$ cat config.mk
export PLATFORM = sky130hd
export DESIGN_NAME = abs_min_max_pipe_flat
export DESIGN_NICKNAME = d
export VERILOG_FILES = /design/src/rtl/abs_min_max_pkg.sv /design/src/rtl/abs_min_max_if.sv /design/src/rtl/signed_cmp_sub.sv /design/src/rtl/abs_min_max_pipe.sv /design/src/flat_wrapper.sv
export SDC_FILE = /design/constraint.sdc
export NUM_CORES = 1
export LEC_CHECK = 0
export ABC_AREA = 1
export BUFFER_PORTS_ARGS = -buffer_cell sky130_fd_sc_hd__buf_4
export CAP_MARGIN = 0
export CORE_ASPECT_RATIO = 0.5
export CORE_MARGIN = 3
export CORE_UTILIZATION = 35
export CTS_CLUSTER_SIZE = 16
export DETAILED_ROUTE_END_ITERATION = 8
export PLACE_DENSITY = 0.62
export SLEW_MARGIN = 20
export SYNTH_ARGS = -nofsm -noshare
export SYNTH_HDL_FRONTEND = slang
export SYNTH_HIERARCHICAL = 1
export SYNTH_SLANG_ARGS = --single-unit
$ cat constraint.sdc
create_clock -name clk -period 6.23 [get_ports clk]
set_clock_uncertainty 0.15 [all_clocks]
set_input_delay 1.246 -clock clk [delete_from_list [all_inputs] [get_ports clk]]
set_output_delay 1.246 -clock clk [all_outputs]
set_load 0.02 [all_outputs]
$ cat src/rtl/abs_min_max_pkg.sv
// Shared definitions for the abs/min/max pipeline.
// Holds the mode encodings and helpers that return the extreme two's-complement
// values for a given operand width.
package abs_min_max_pkg;

    localparam logic [1:0] MODE_ABS     = 2'b00;
    localparam logic [1:0] MODE_MIN     = 2'b01;
    localparam logic [1:0] MODE_MAX     = 2'b10;
    localparam logic [1:0] MODE_ABSDIFF = 2'b11;

    // Most-negative value -2^(width-1), as a bit pattern in the low width bits.
    function automatic logic [31:0] most_neg(input int unsigned width);
        logic [31:0] one;
        one = 32'd1;
        return one << (width - 1);
    endfunction

    // Most-positive value 2^(width-1)-1.
    function automatic logic [31:0] most_pos(input int unsigned width);
        return most_neg(width) - 32'd1;
    endfunction

endpackage

$ cat src/rtl/abs_min_max_if.sv
// Operand/result handshake bundle for abs_min_max_pipe.
// in_*  : operand bundle (valid/ready, A, B, mode) from the sequencer.
// out_* : result bundle (valid/ready, data, lt/eq/sat flags) to the register file.
// master: the side that supplies operands and consumes results.
// slave : the datapath itself.
interface abs_min_max_if #(
    parameter int unsigned WIDTH = 8
) ();

    logic             in_valid;
    logic             in_ready;
    logic [WIDTH-1:0] in_a;
    logic [WIDTH-1:0] in_b;
    logic [1:0]       in_mode;
    logic             out_valid;
    logic             out_ready;
    logic [WIDTH-1:0] out_data;
    logic             out_lt;
    logic             out_eq;
    logic             out_sat;

    modport master (
        output in_valid, in_a, in_b, in_mode, out_ready,
        input  in_ready, out_valid, out_data, out_lt, out_eq, out_sat
    );

    modport slave (
        input  in_valid, in_a, in_b, in_mode, out_ready,
        output in_ready, out_valid, out_data, out_lt, out_eq, out_sat
    );

endinterface

$ cat src/rtl/signed_cmp_sub.sv
// Widened signed subtractor/comparator.
// a_i, b_i : signed WIDTH-bit operands.
// diff_o   : sext(a) - sext(b) in WIDTH+1 bits; never overflows.
// lt_o     : a < b (signed), taken from the widened sign bit.
// eq_o     : a == b.
module signed_cmp_sub #(
    parameter int unsigned WIDTH = 8
) (
    input  logic [WIDTH-1:0] a_i,
    input  logic [WIDTH-1:0] b_i,
    output logic [WIDTH:0]   diff_o,
    output logic             lt_o,
    output logic             eq_o
);

    assign diff_o = {a_i[WIDTH-1], a_i} - {b_i[WIDTH-1], b_i};
    assign lt_o   = diff_o[WIDTH];
    assign eq_o   = (diff_o == '0);

endmodule

$ cat src/rtl/abs_min_max_pipe.sv
// Two-stage valid/ready abs/min/max/absdiff datapath.
// clk   : rising-edge clock.
// rst_n : synchronous active-low reset; flushes both stages.
// bus   : abs_min_max_if slave port carrying the operand bundle
//         (in_valid/in_ready/in_a/in_b/in_mode) and the result bundle
//         (out_valid/out_ready/out_data/out_lt/out_eq/out_sat).
// Stage 1 registers the operands and the widened difference; stage 2 selects
// the result and flags. Both stages stall together under backpressure.
module abs_min_max_pipe
    import abs_min_max_pkg::*;
#(
    parameter int unsigned WIDTH = 8
) (
    input logic          clk,
    input logic          rst_n,
    abs_min_max_if.slave bus
);

    localparam logic [WIDTH-1:0] MostNeg = WIDTH'(most_neg(WIDTH));
    localparam logic [WIDTH-1:0] MostPos = WIDTH'(most_pos(WIDTH));

    logic             adv2;
    logic             accept;

    logic [WIDTH-1:0] cmp_a;
    logic [WIDTH:0]   cmp_diff;
    logic             cmp_lt;
    logic             cmp_eq;

    logic             s1_valid_q, s1_valid_d;
    logic [WIDTH-1:0] a_q, a_d;
    logic [WIDTH-1:0] b_q, b_d;
    logic [1:0]       mode_q, mode_d;
    logic [WIDTH:0]   diff_q, diff_d;
    logic             lt_q, lt_d;
    logic             eq_q, eq_d;

    logic             out_valid_q, out_valid_d;
    logic [WIDTH-1:0] out_data_q, out_data_d;
    logic             out_lt_q, out_lt_d;
    logic             out_eq_q, out_eq_d;
    logic             out_sat_q, out_sat_d;

    // Stage 2 can take a new value whenever its slot is empty or being drained.
    assign adv2         = !out_valid_q || bus.out_ready;
    assign bus.in_ready = !s1_valid_q || adv2;
    assign accept       = bus.in_valid && bus.in_ready;

    // ABS is computed as 0 - B so the same subtractor yields -B.
    assign cmp_a = (bus.in_mode == MODE_ABS) ? '0 : bus.in_a;

    signed_cmp_sub #(
        .WIDTH(WIDTH)
    ) u_cmp (
        .a_i   (cmp_a),
        .b_i   (bus.in_b),
        .diff_o(cmp_diff),
        .lt_o  (cmp_lt),
        .eq_o  (cmp_eq)
    );

    always_comb begin
        s1_valid_d = s1_valid_q;
        a_d        = a_q;
        b_d        = b_q;
        mode_d     = mode_q;
        diff_d     = diff_q;
        lt_d       = lt_q;
        eq_d       = eq_q;
        if (accept) begin
            s1_valid_d = 1'b1;
            a_d        = bus.in_a;
            b_d        = bus.in_b;
            mode_d     = bus.in_mode;
            diff_d     = cmp_diff;
            lt_d       = cmp_lt;
            eq_d       = cmp_eq;
        end else if (adv2) begin
            s1_valid_d = 1'b0;
        end
    end

    always_comb begin
        out_valid_d = out_valid_q;
        out_data_d  = out_data_q;
        out_lt_d    = out_lt_q;
        out_eq_d    = out_eq_q;
        out_sat_d   = out_sat_q;
        if (adv2) begin
            out_valid_d = s1_valid_q;
            if (s1_valid_q) begin
                out_lt_d  = (mode_q != MODE_ABS) && lt_q;
                out_eq_d  = (mode_q != MODE_ABS) && eq_q;
                out_sat_d = (mode_q == MODE_ABS) && (b_q == MostNeg);
                case (mode_q)
                    MODE_ABS: begin
                        if (b_q == MostNeg) begin
                            out_data_d = MostPos;
                        end else begin
                            out_data_d = b_q[WIDTH-1] ? diff_q[WIDTH-1:0] : b_q;
                        end
                    end
                    MODE_MIN: out_data_d = lt_q ? a_q : b_q;
                    MODE_MAX: out_data_d = lt_q ? b_q : a_q;
                    // |A-B| fits in WIDTH unsigned bits, so truncation is exact.
                    MODE_ABSDIFF: out_data_d = lt_q ? WIDTH'(-diff_q) : diff_q[WIDTH-1:0];
                    default: out_data_d = '0;
                endcase
            end
        end
    end

    always_ff @(posedge clk) begin
        if (!rst_n) begin
            s1_valid_q  <= 1'b0;
            a_q         <= '0;
            b_q         <= '0;
            mode_q      <= MODE_ABS;
            diff_q      <= '0;
            lt_q        <= 1'b0;
            eq_q        <= 1'b0;
            out_valid_q <= 1'b0;
            out_data_q  <= '0;
            out_lt_q    <= 1'b0;
            out_eq_q    <= 1'b0;
            out_sat_q   <= 1'b0;
        end else begin
            s1_valid_q  <= s1_valid_d;
            a_q         <= a_d;
            b_q         <= b_d;
            mode_q      <= mode_d;
            diff_q      <= diff_d;
            lt_q        <= lt_d;
            eq_q        <= eq_d;
            out_valid_q <= out_valid_d;
            out_data_q  <= out_data_d;
            out_lt_q    <= out_lt_d;
            out_eq_q    <= out_eq_d;
            out_sat_q   <= out_sat_d;
        end
    end

    assign bus.out_valid = out_valid_q;
    assign bus.out_data  = out_data_q;
    assign bus.out_lt    = out_lt_q;
    assign bus.out_eq    = out_eq_q;
    assign bus.out_sat   = out_sat_q;

endmodule
$ cat src/flat_wrapper.sv
// flat-port wrapper written by rule: the top's interface ports become plain ports
module abs_min_max_pipe_flat import abs_min_max_pkg::*;
#(
    parameter int unsigned WIDTH = 8
)
  (clk, rst_n, bus_in_valid, bus_in_a, bus_in_b, bus_in_mode, bus_out_ready, bus_in_ready, bus_out_valid, bus_out_data, bus_out_lt, bus_out_eq, bus_out_sat);
  abs_min_max_if #(.WIDTH(WIDTH)) bus_i ();
  input logic clk;
  input logic rst_n;
  input wire logic [$bits(bus_i.in_valid)-1:0] bus_in_valid;
  input wire logic [$bits(bus_i.in_a)-1:0] bus_in_a;
  input wire logic [$bits(bus_i.in_b)-1:0] bus_in_b;
  input wire logic [$bits(bus_i.in_mode)-1:0] bus_in_mode;
  input wire logic [$bits(bus_i.out_ready)-1:0] bus_out_ready;
  output wire logic [$bits(bus_i.in_ready)-1:0] bus_in_ready;
  output wire logic [$bits(bus_i.out_valid)-1:0] bus_out_valid;
  output wire logic [$bits(bus_i.out_data)-1:0] bus_out_data;
  output wire logic [$bits(bus_i.out_lt)-1:0] bus_out_lt;
  output wire logic [$bits(bus_i.out_eq)-1:0] bus_out_eq;
  output wire logic [$bits(bus_i.out_sat)-1:0] bus_out_sat;
  assign bus_i.in_valid = bus_in_valid;
  assign bus_i.in_a = bus_in_a;
  assign bus_i.in_b = bus_in_b;
  assign bus_i.in_mode = bus_in_mode;
  assign bus_i.out_ready = bus_out_ready;
  assign bus_in_ready = bus_i.in_ready;
  assign bus_out_valid = bus_i.out_valid;
  assign bus_out_data = bus_i.out_data;
  assign bus_out_lt = bus_i.out_lt;
  assign bus_out_eq = bus_i.out_eq;
  assign bus_out_sat = bus_i.out_sat;
  abs_min_max_pipe #(.WIDTH(WIDTH)) u_core (.clk(clk), .rst_n(rst_n), .bus(bus_i));
endmodule
* Word-level counts from Yosys, hierarchy flattened *
Cells that the tools add are included.

operators by class
  reduce and logical (&&, ||, !) cells = 14
  add/subtract/negate cells = 2
  muxes and demuxes = 9
  eq/ne operators = 4

operator list
  cell                                                              count
  8-bit 2-to-1 mux                                                  6
  8-bit case mux with 4 select lines                                1
  9-bit logical NOT                                                 1
  8-bit by 8-bit subtractor with 9-bit output                       1
  8-bit == test (second input constant)                             1
  8-bit negation                                                    1
  2-bit == test (second input constant)                             2
  1-bit logical AND                                                 4
  2-bit logical NOT                                                 2
  2-bit nonzero test                                                2
  2-bit by 1-bit == test with 1-bit output (second input constant)  1
  1-bit logical NOT                                                 2
  1-bit logical OR                                                  2
  1-bit 2-to-1 mux                                                  2
  2-bit AND reduction                                               1

storage, ports and cells
  register bits = 41
  word-level logic and storage cells = 41

* Longest topological paths before layout *
Gate-level depths: netlist (run 1).

  depth after elaboration = 5
  mapped depth = 16
  depth with buffers taken out = 16

* Modules after synthesis *
Netlist (run 1), hierarchy kept.

by module, submodules not included
  module            cells an instance  area an instance (um^2)  times used  sequential area each (um^2)
  abs_min_max_pipe  335                2188.3                   1           820.8
  signed_cmp_sub    103                551.8                    1           0.0

* Worst setup path after synthesis (run 1) *
Ideal clock, no wire load.

  path type = input to register
  start = input bus_in_mode[1]
  end = register u_core.eq_q
  arrival = 2753 ps
  setup time = 116 ps
  slack = 3211 ps
  cell stages on the path = 15
  buffers on the path = 0
  path through = nor2_1 nor2_1 inv_1 ha_1 fa_1 inv_1 nand2_1 nand2_4 nand3_1 nand3_1 nand2_1 nand3_1 nor2_2 o21ai_0 nor2_1

on the way
  cells in the longest elaborated chain, start to end = 4

RTL lines
  what                                         RTL line                 source
  from (decl)                                  flat_wrapper.sv:13       input wire logic [$bits(bus_i.in_mode)-1:0] bus_in_mode;
  2-bit logical NOT                            abs_min_max_pipe.sv:50   assign cmp_a = (bus.in_mode == MODE_ABS) ? '0 : bus.in_a;
  8-bit 2-to-1 mux                             abs_min_max_pipe.sv:50
  named net u_core.cmp_a[0]                    abs_min_max_pipe.sv:25   logic [WIDTH-1:0] cmp_a;
  8-bit by 8-bit subtractor with 9-bit output  signed_cmp_sub.sv:16     assign diff_o = {a_i[WIDTH-1], a_i} - {b_i[WIDTH-1], b_i};
  9-bit logical NOT                            signed_cmp_sub.sv:18     assign eq_o = (diff_o == '0);
  named net u_core.cmp_eq                      abs_min_max_pipe.sv:28   logic cmp_eq;
  to (signal assigned)                         abs_min_max_pipe.sv:134  eq_q <= eq_d;
  to (decl)                                    abs_min_max_pipe.sv:36   logic eq_q, eq_d;

The timed path passes the listed nets, and every way through them passes these cells.
A chain may end at the register's enable or synchronous reset.

* Final worst setup path (run 1) *
  start = input bus_in_mode[1]
  end = register u_core.diff_q[6]

on the way
  cells in the longest elaborated chain, start to end = 3

RTL lines
  what                                         RTL line                 source
  2-bit logical NOT                            abs_min_max_pipe.sv:50
  8-bit 2-to-1 mux                             abs_min_max_pipe.sv:50
  named net u_core.cmp_a[3]                    abs_min_max_pipe.sv:25
  8-bit by 8-bit subtractor with 9-bit output  signed_cmp_sub.sv:16
  named net u_core.cmp_diff[6]                 abs_min_max_pipe.sv:26   logic [WIDTH:0] cmp_diff;
  to (signal assigned)                         abs_min_max_pipe.sv:132  diff_q <= diff_d;
  to (decl)                                    abs_min_max_pipe.sv:34   logic [WIDTH:0] diff_q, diff_d;

The timed path passes the listed nets, and every way through them passes these cells.

==> results of run 1 <==
## worst max-delay path by stage
stage,from,to,slack [ns]
3_5_place_dp,bus_in_mode[1],u_core/diff_q[6],2.76
5_1_grt,bus_in_mode[1],u_core/diff_q[6],2.74
4_1_cts,bus_in_mode[1],u_core/diff_q[6],3.06
2_1_floorplan,bus_in_mode[1],u_core/eq_q,3.21
6_report,bus_in_mode[1],u_core/diff_q[6],3.04
3_3_place_gp,bus_in_mode[1],u_core/diff_q[6],2.76
## cell type report
class | count | area (um^2) | area share [%]
well taps | 108 | 135 | 4.21
flip-flops and latches | 41 | 821 | 25.6
multi-input cells | 305 | 1540 | 47.9
inverters | 76 | 285 | 8.89
repair buffers | 34 | 255 | 7.96
clock buffers | 6 | 139 | 4.33
clock inverters | 2 | 37.5 | 1.17
## state kept, by name, summed over array words and instances, names as in the netlist
register	count
u_core/mode_q	2
u_core/bus.out_valid	1
u_core/bus.out_eq	1
u_core/s1_valid_q	1
u_core/eq_q	1
u_core/a_q	8
u_core/bus.out_data	8
u_core/lt_q	1
u_core/bus.out_lt	1
u_core/bus.out_sat	1
u_core/diff_q	8
u_core/b_q	8
## worst register-to-register path: cells and delay by family, from the launching register on
family / cells / cell delay [ns]
flip-flops: 1 / 1.05
buffers and inverters: 2 / 0.32
AO/OA/AOI/OAI: 2 / 0.33
AND/OR/NAND/NOR: 3 / 0.32
## through the flow
step                      std cells  area [um^2]  worst slack, ns  power [W]  utilization (%)
after floorplan                 437         2730             3.21   0.000443                -
after global placement          564         3030             2.76   0.000493             40.6
after detailed placement        564         3030             2.76   0.000494             40.6
after CTS                       572         3210             3.06   0.000798             43.0
after global routing            572         3210             2.74   0.000841             43.0
final                           572         3210             3.04   0.000795             43.0
## routing by layer
| metal | vias to the layer above | routed length [um] | GRT usage, % |
|---|---|---|---|
| met5 | - | 0 | 0 |
| met2 | 42 | 2890 | 23.7 |
| li1 | 1448 | - | - |
| met1 | 1204 | 3930 | 25.2 |
| met3 | 5 | 315 | 3.43 |
| met4 | 0 | 61 | 5.13 |
## report_power, final
part / internal, W / leakage, nW / total [W] / switching, W
registers: 0.000282 / 0.339 / 0.000304 / 0.0000217
clock network: 0.000200 / 0.0831 / 0.000304 / 0.000104
logic: 0.0000693 / 1.14 / 0.000187 / 0.000118
total: 0.000551 / 1.57 / 0.000795 / 0.000244
==> impl_metrics.csv, run 1 <==
group,metric,value,unit
outcome,status,"complete, no violations",
die,rows,22,
route,num_vias,2699,
critical_path,required,6.21,ns
cts,cts_tree,"built",
die,die_width,131,um
global_routing,grt_remaining_overflow,0,
placed_design,portBuffers,34,
finish,final_cell_mix,"nand2_1 (91), inv_1 (66), a21oi_1 (47)",
power,p_per_area,248,nW/um^2
die,core,7460,um^2
job,maxCapViolations,0,
die,start_util,36.6,%
worst_hold_path,hp-start,"u_core/bus.out_data[3]",
synth,syn_nets,469,
global_routing,grt_max_degree,52,
sta,whs,0.314,ns
critical_path,cpLargestDelayFamily,"simple AND/OR/NAND/NOR gates",
sta,min_period,3.19,ns
worst_hold_path,holdPathStages,2,
power,p_leak,1.57,nW
finish,synthToLayoutAreaGrowth,17.4,%
critical_path,r2r_slack,3.96,ns
route,wl,7190,um
critical_path,reg2reg_depth,7,
critical_path,timing.rr.end,"u_core/bus.out_data[1]",
cts,cts_buffers,5,
critical_path,crit_cells,11,
route,antenna_left,0,
critical_path,reg2reg_from,"u_core/lt_q",
finish,drive_above_1_share,14.7,%
power,ir_worst_vdd,0.103,mV
critical_path,cp_max_fo,8,
critical_path,critPathBufInv,2,
cts,clockRootBuffer,"clkbuf_16",
global_routing,track_usage,16.8,%
cts,cts_setup_buffers,0,
cts,cts_resized,0,
critical_path,criticalPathCategory,"in -> reg",
critical_path,arrival,3.17,ns
finish,final_common_cell,"nand2_1",
cts,cts.clk_slew.worst_paths,0.06,ns
global_routing,grt_antenna_before_repair,0,
sta,drv_slew,0,
cts,clockBufferDepth,2,
sta,worstMarginPinSlew,1.10,ns
synth,syn_area,2730,um^2
route,post_drt_wl_per_cell,12.6,um
die,die_h,68.5,um
finish,fin_nets,495,
sta,max-slew-margin-rel,26.8,%
route,via_per_inst,4.72,
sta,hold_viol,0,
sta,setup-violations-final,0,
finish,fillers,846,
critical_path,path_cells,"buf_4 > nor2_1 > nor2_1 > ha_1 > or2_4 > nand3_1 > nand3_1 > nand2_1 > inv_1 > o21ai_1 > a21oi_1",
route,drcViolationCount,0,
die,die_area,8970,um^2
sta,timing.setup.tns,0,ns
worst_hold_path,hp-class,"reg -> reg",
route,first_iter_violations,196,
synth,synth_cells,437,
placed_design,gp_congestion,0.914,
critical_path,crit_path_end_kind,"register",
sta,rsz0062_at_grt,"false",
cts,clock_latency,0.28,ns
route,drt-pass1-iter-count,4,
synth,avgSynthCellArea,6.25,um^2
synth,yosys_warnings,6,
critical_path,start_kind,"input port",
sta,max_freq,313,MHz
die,num_io_pins,35,
cts,h-tree-depth,2,
worst_hold_path,whs_endpoint,"u_core/bus.out_data[3]",
sta,finalCritPeriodShare,51.2,%
global_routing,grt_pass1_wl,11700,um
finish,num_antenna_cells,0,
placed_design,place_hpwl,5420,um
critical_path,crit_slowest_cell,"nor2_1",
cts,cts_sinks,41,
critical_path,crit_path_max_incr_delay,0.44,ns
global_routing,grt_pass1_vias,2360,
cts,cts_hold_buf,0,
Power figures use the tool's default switching activity.
==> run 2: changes to the inputs <==
PLACE_DENSITY = 0.64   (was 0.62)
clock period = 2.65 ns   (was 6.23 ns; I/O delays follow)
==> impl_metrics.csv, run 2 (synthesis results as in run 1) <==
group,metric,value,unit
route,post_drt_wl_per_cell,12.7,um
outcome,status,"complete, no violations",
cts,clockBufferDepth,2,
worst_hold_path,hp-class,"reg -> reg",
global_routing,busiest_layer,"met1",
sta,max_freq,432,MHz
critical_path,cpLargestDelayFamily,"simple AND/OR/NAND/NOR gates",
critical_path,critPathBufInv,4,
power,p_leak,1.59,nW
placed_design,portBuffers,34,
die,num_io_pins,35,
placed_design,dpl.cell_count,570,
route,num_vias,2719,
finish,synthToLayoutAreaGrowth,18.5,%
cts,clockRootBuffer,"clkbuf_16",
finish,final_common_cell,"nand2_1",
global_routing,track_usage,17.1,%
finish,fin_nets,501,
job,maxCapViolations,0,
die,start_util,36.6,%
die,die_area,8970,um^2
sta,min_period,2.31,ns
critical_path,cp_max_fo,7,
die,rows,22,
placed_design,dpl_cell_area,3080,um^2
critical_path,criticalPathCategory,"in -> reg",
cts,cts_hold_buf,0,
sta,finalCritPeriodShare,87.3,%
placed_design,gp_congestion,0.882,
global_routing,grt_pass1_vias,2395,
die,core,7460,um^2
route,first_iter_violations,249,
sta,max-slew-margin-rel,66.4,%
global_routing,met3_usage,3.66,%
finish,stdcell_count,577,
global_routing,grt_remaining_overflow,0,
sta,worstMarginPinSlew,0.503,ns
critical_path,crit_slowest_cell,"fa_1",
cts,cts_buffers,5,
sta,rsz0062_at_grt,"false",
cts,cts_resized,0,
cts,cts_tree,"built",
critical_path,required,2.67,ns
sta,timing.setup.tns,0,ns
finish,final_cell_mix,"nand2_1 (91), inv_1 (66), a21oi_1 (47)",
die,die_h,68.5,um
route,wl,7320,um
critical_path,crit_path_end_kind,"register",
global_routing,met1_usage,26.6,%
route,antenna_left,0,
placed_design,place_hpwl,5670,um
cts,h-tree-depth,2,
die,die_width,131,um
critical_path,crit_path_max_incr_delay,0.44,ns
finish,design_area,3240,um^2
global_routing,grtUsageMet2,23.5,%
power,ir_worst_vdd,0.272,mV
sta,drv_slew,0,
finish,drive_above_1_share,15.6,%
power,p_per_area,568,nW/um^2
global_routing,grt_antenna_before_repair,0,
sta,setup-violations-final,0,
cts,cts.clk_slew.worst_paths,0.06,ns
finish,num_antenna_cells,0,
route,drt-pass1-iter-count,5,
sta,hold_viol,0,
critical_path,arrival,2.34,ns
route,drcViolationCount,0,
cts,cts_sinks,41,
critical_path,path_cells,"buf_4 > nor2_1 > buf_4 > nor2_1 > inv_1 > fa_1 > inv_1 > nand2_1 > nand2_4 > nand3_1 > nand3_1 > nand2_1 > nand3_1 > nor2_2 > o21ai_0 > nor2_1",
route,via_per_inst,4.71,
cts,cts_setup_buffers,0,
global_routing,grt_pass1_wl,11900,um
global_routing,grt_max_degree,33,
cts,clock_latency,0.28,ns
critical_path,start_kind,"input port",
==> run 2: changes by cell type in the layout (fill, tap and decap cells not counted) <==
cell        before  now
buf_4           34   40
clkinv_2         0    1
clkinvlp_4       1    0
clkbuf_8         1    0
==> run 2: stage by stage <==
step	hold WS [ns]	setup slack [ns]	utilization (%)	power, W
after floorplan	0.290	0.347	-	0.00104
after global placement	0.305	0.0525	41.2	0.00117
after detailed placement	0.307	0.0362	41.2	0.00117
after CTS	0.316	0.332	43.4	0.00185
after global routing	0.335	0.0906	43.4	0.00196
final	0.315	0.337	43.4	0.00184
==> run 2: per-layer routing <==
layer	routed length [um]	vias to the layer above
met5	0	-
met4	85	0
met3	404	7
met2	2840	57
met1	3990	1197
li1	-	1458
==> run 2: worst paths after layout <==
check / start / endpoint / slack (ns) / depth (start not counted)
worst max register to register: u_core/lt_q / u_core/bus.out_data[3] / 0.88 / 7
worst min-delay path: u_core/a_q[2] / u_core/a_q[2] / 0.31 / 2
worst min register to register: u_core/a_q[2] / u_core/a_q[2] / 0.31 / 2
worst max-delay path: bus_in_mode[1] / u_core/eq_q / 0.34 / 16
==> run 2: area by class of cell <==
cell class              instances  area [um^2]
clock buffers                   5          125
multi-input cells             305         1540
flip-flops and latches         41          821
clock inverters                 2         35.0
fillers                       816         4220
repair buffers                 40          300
inverters                      76          285
well taps                     108          135
==> run 2: power breakdown <==
group	leakage, nW	total, W	internal (W)	switching, W
registers	0.339	0.000707	0.000663	0.0000441
logic	1.17	0.000458	0.000170	0.000288
clock network	0.0797	0.000675	0.000437	0.000238
==> run 2: worst min-delay path, cell delays in order (launching register included) <==
cell and delay (ns):
dfxtp_1 0.30, inv_1 0.06, a21oi_1 0.05
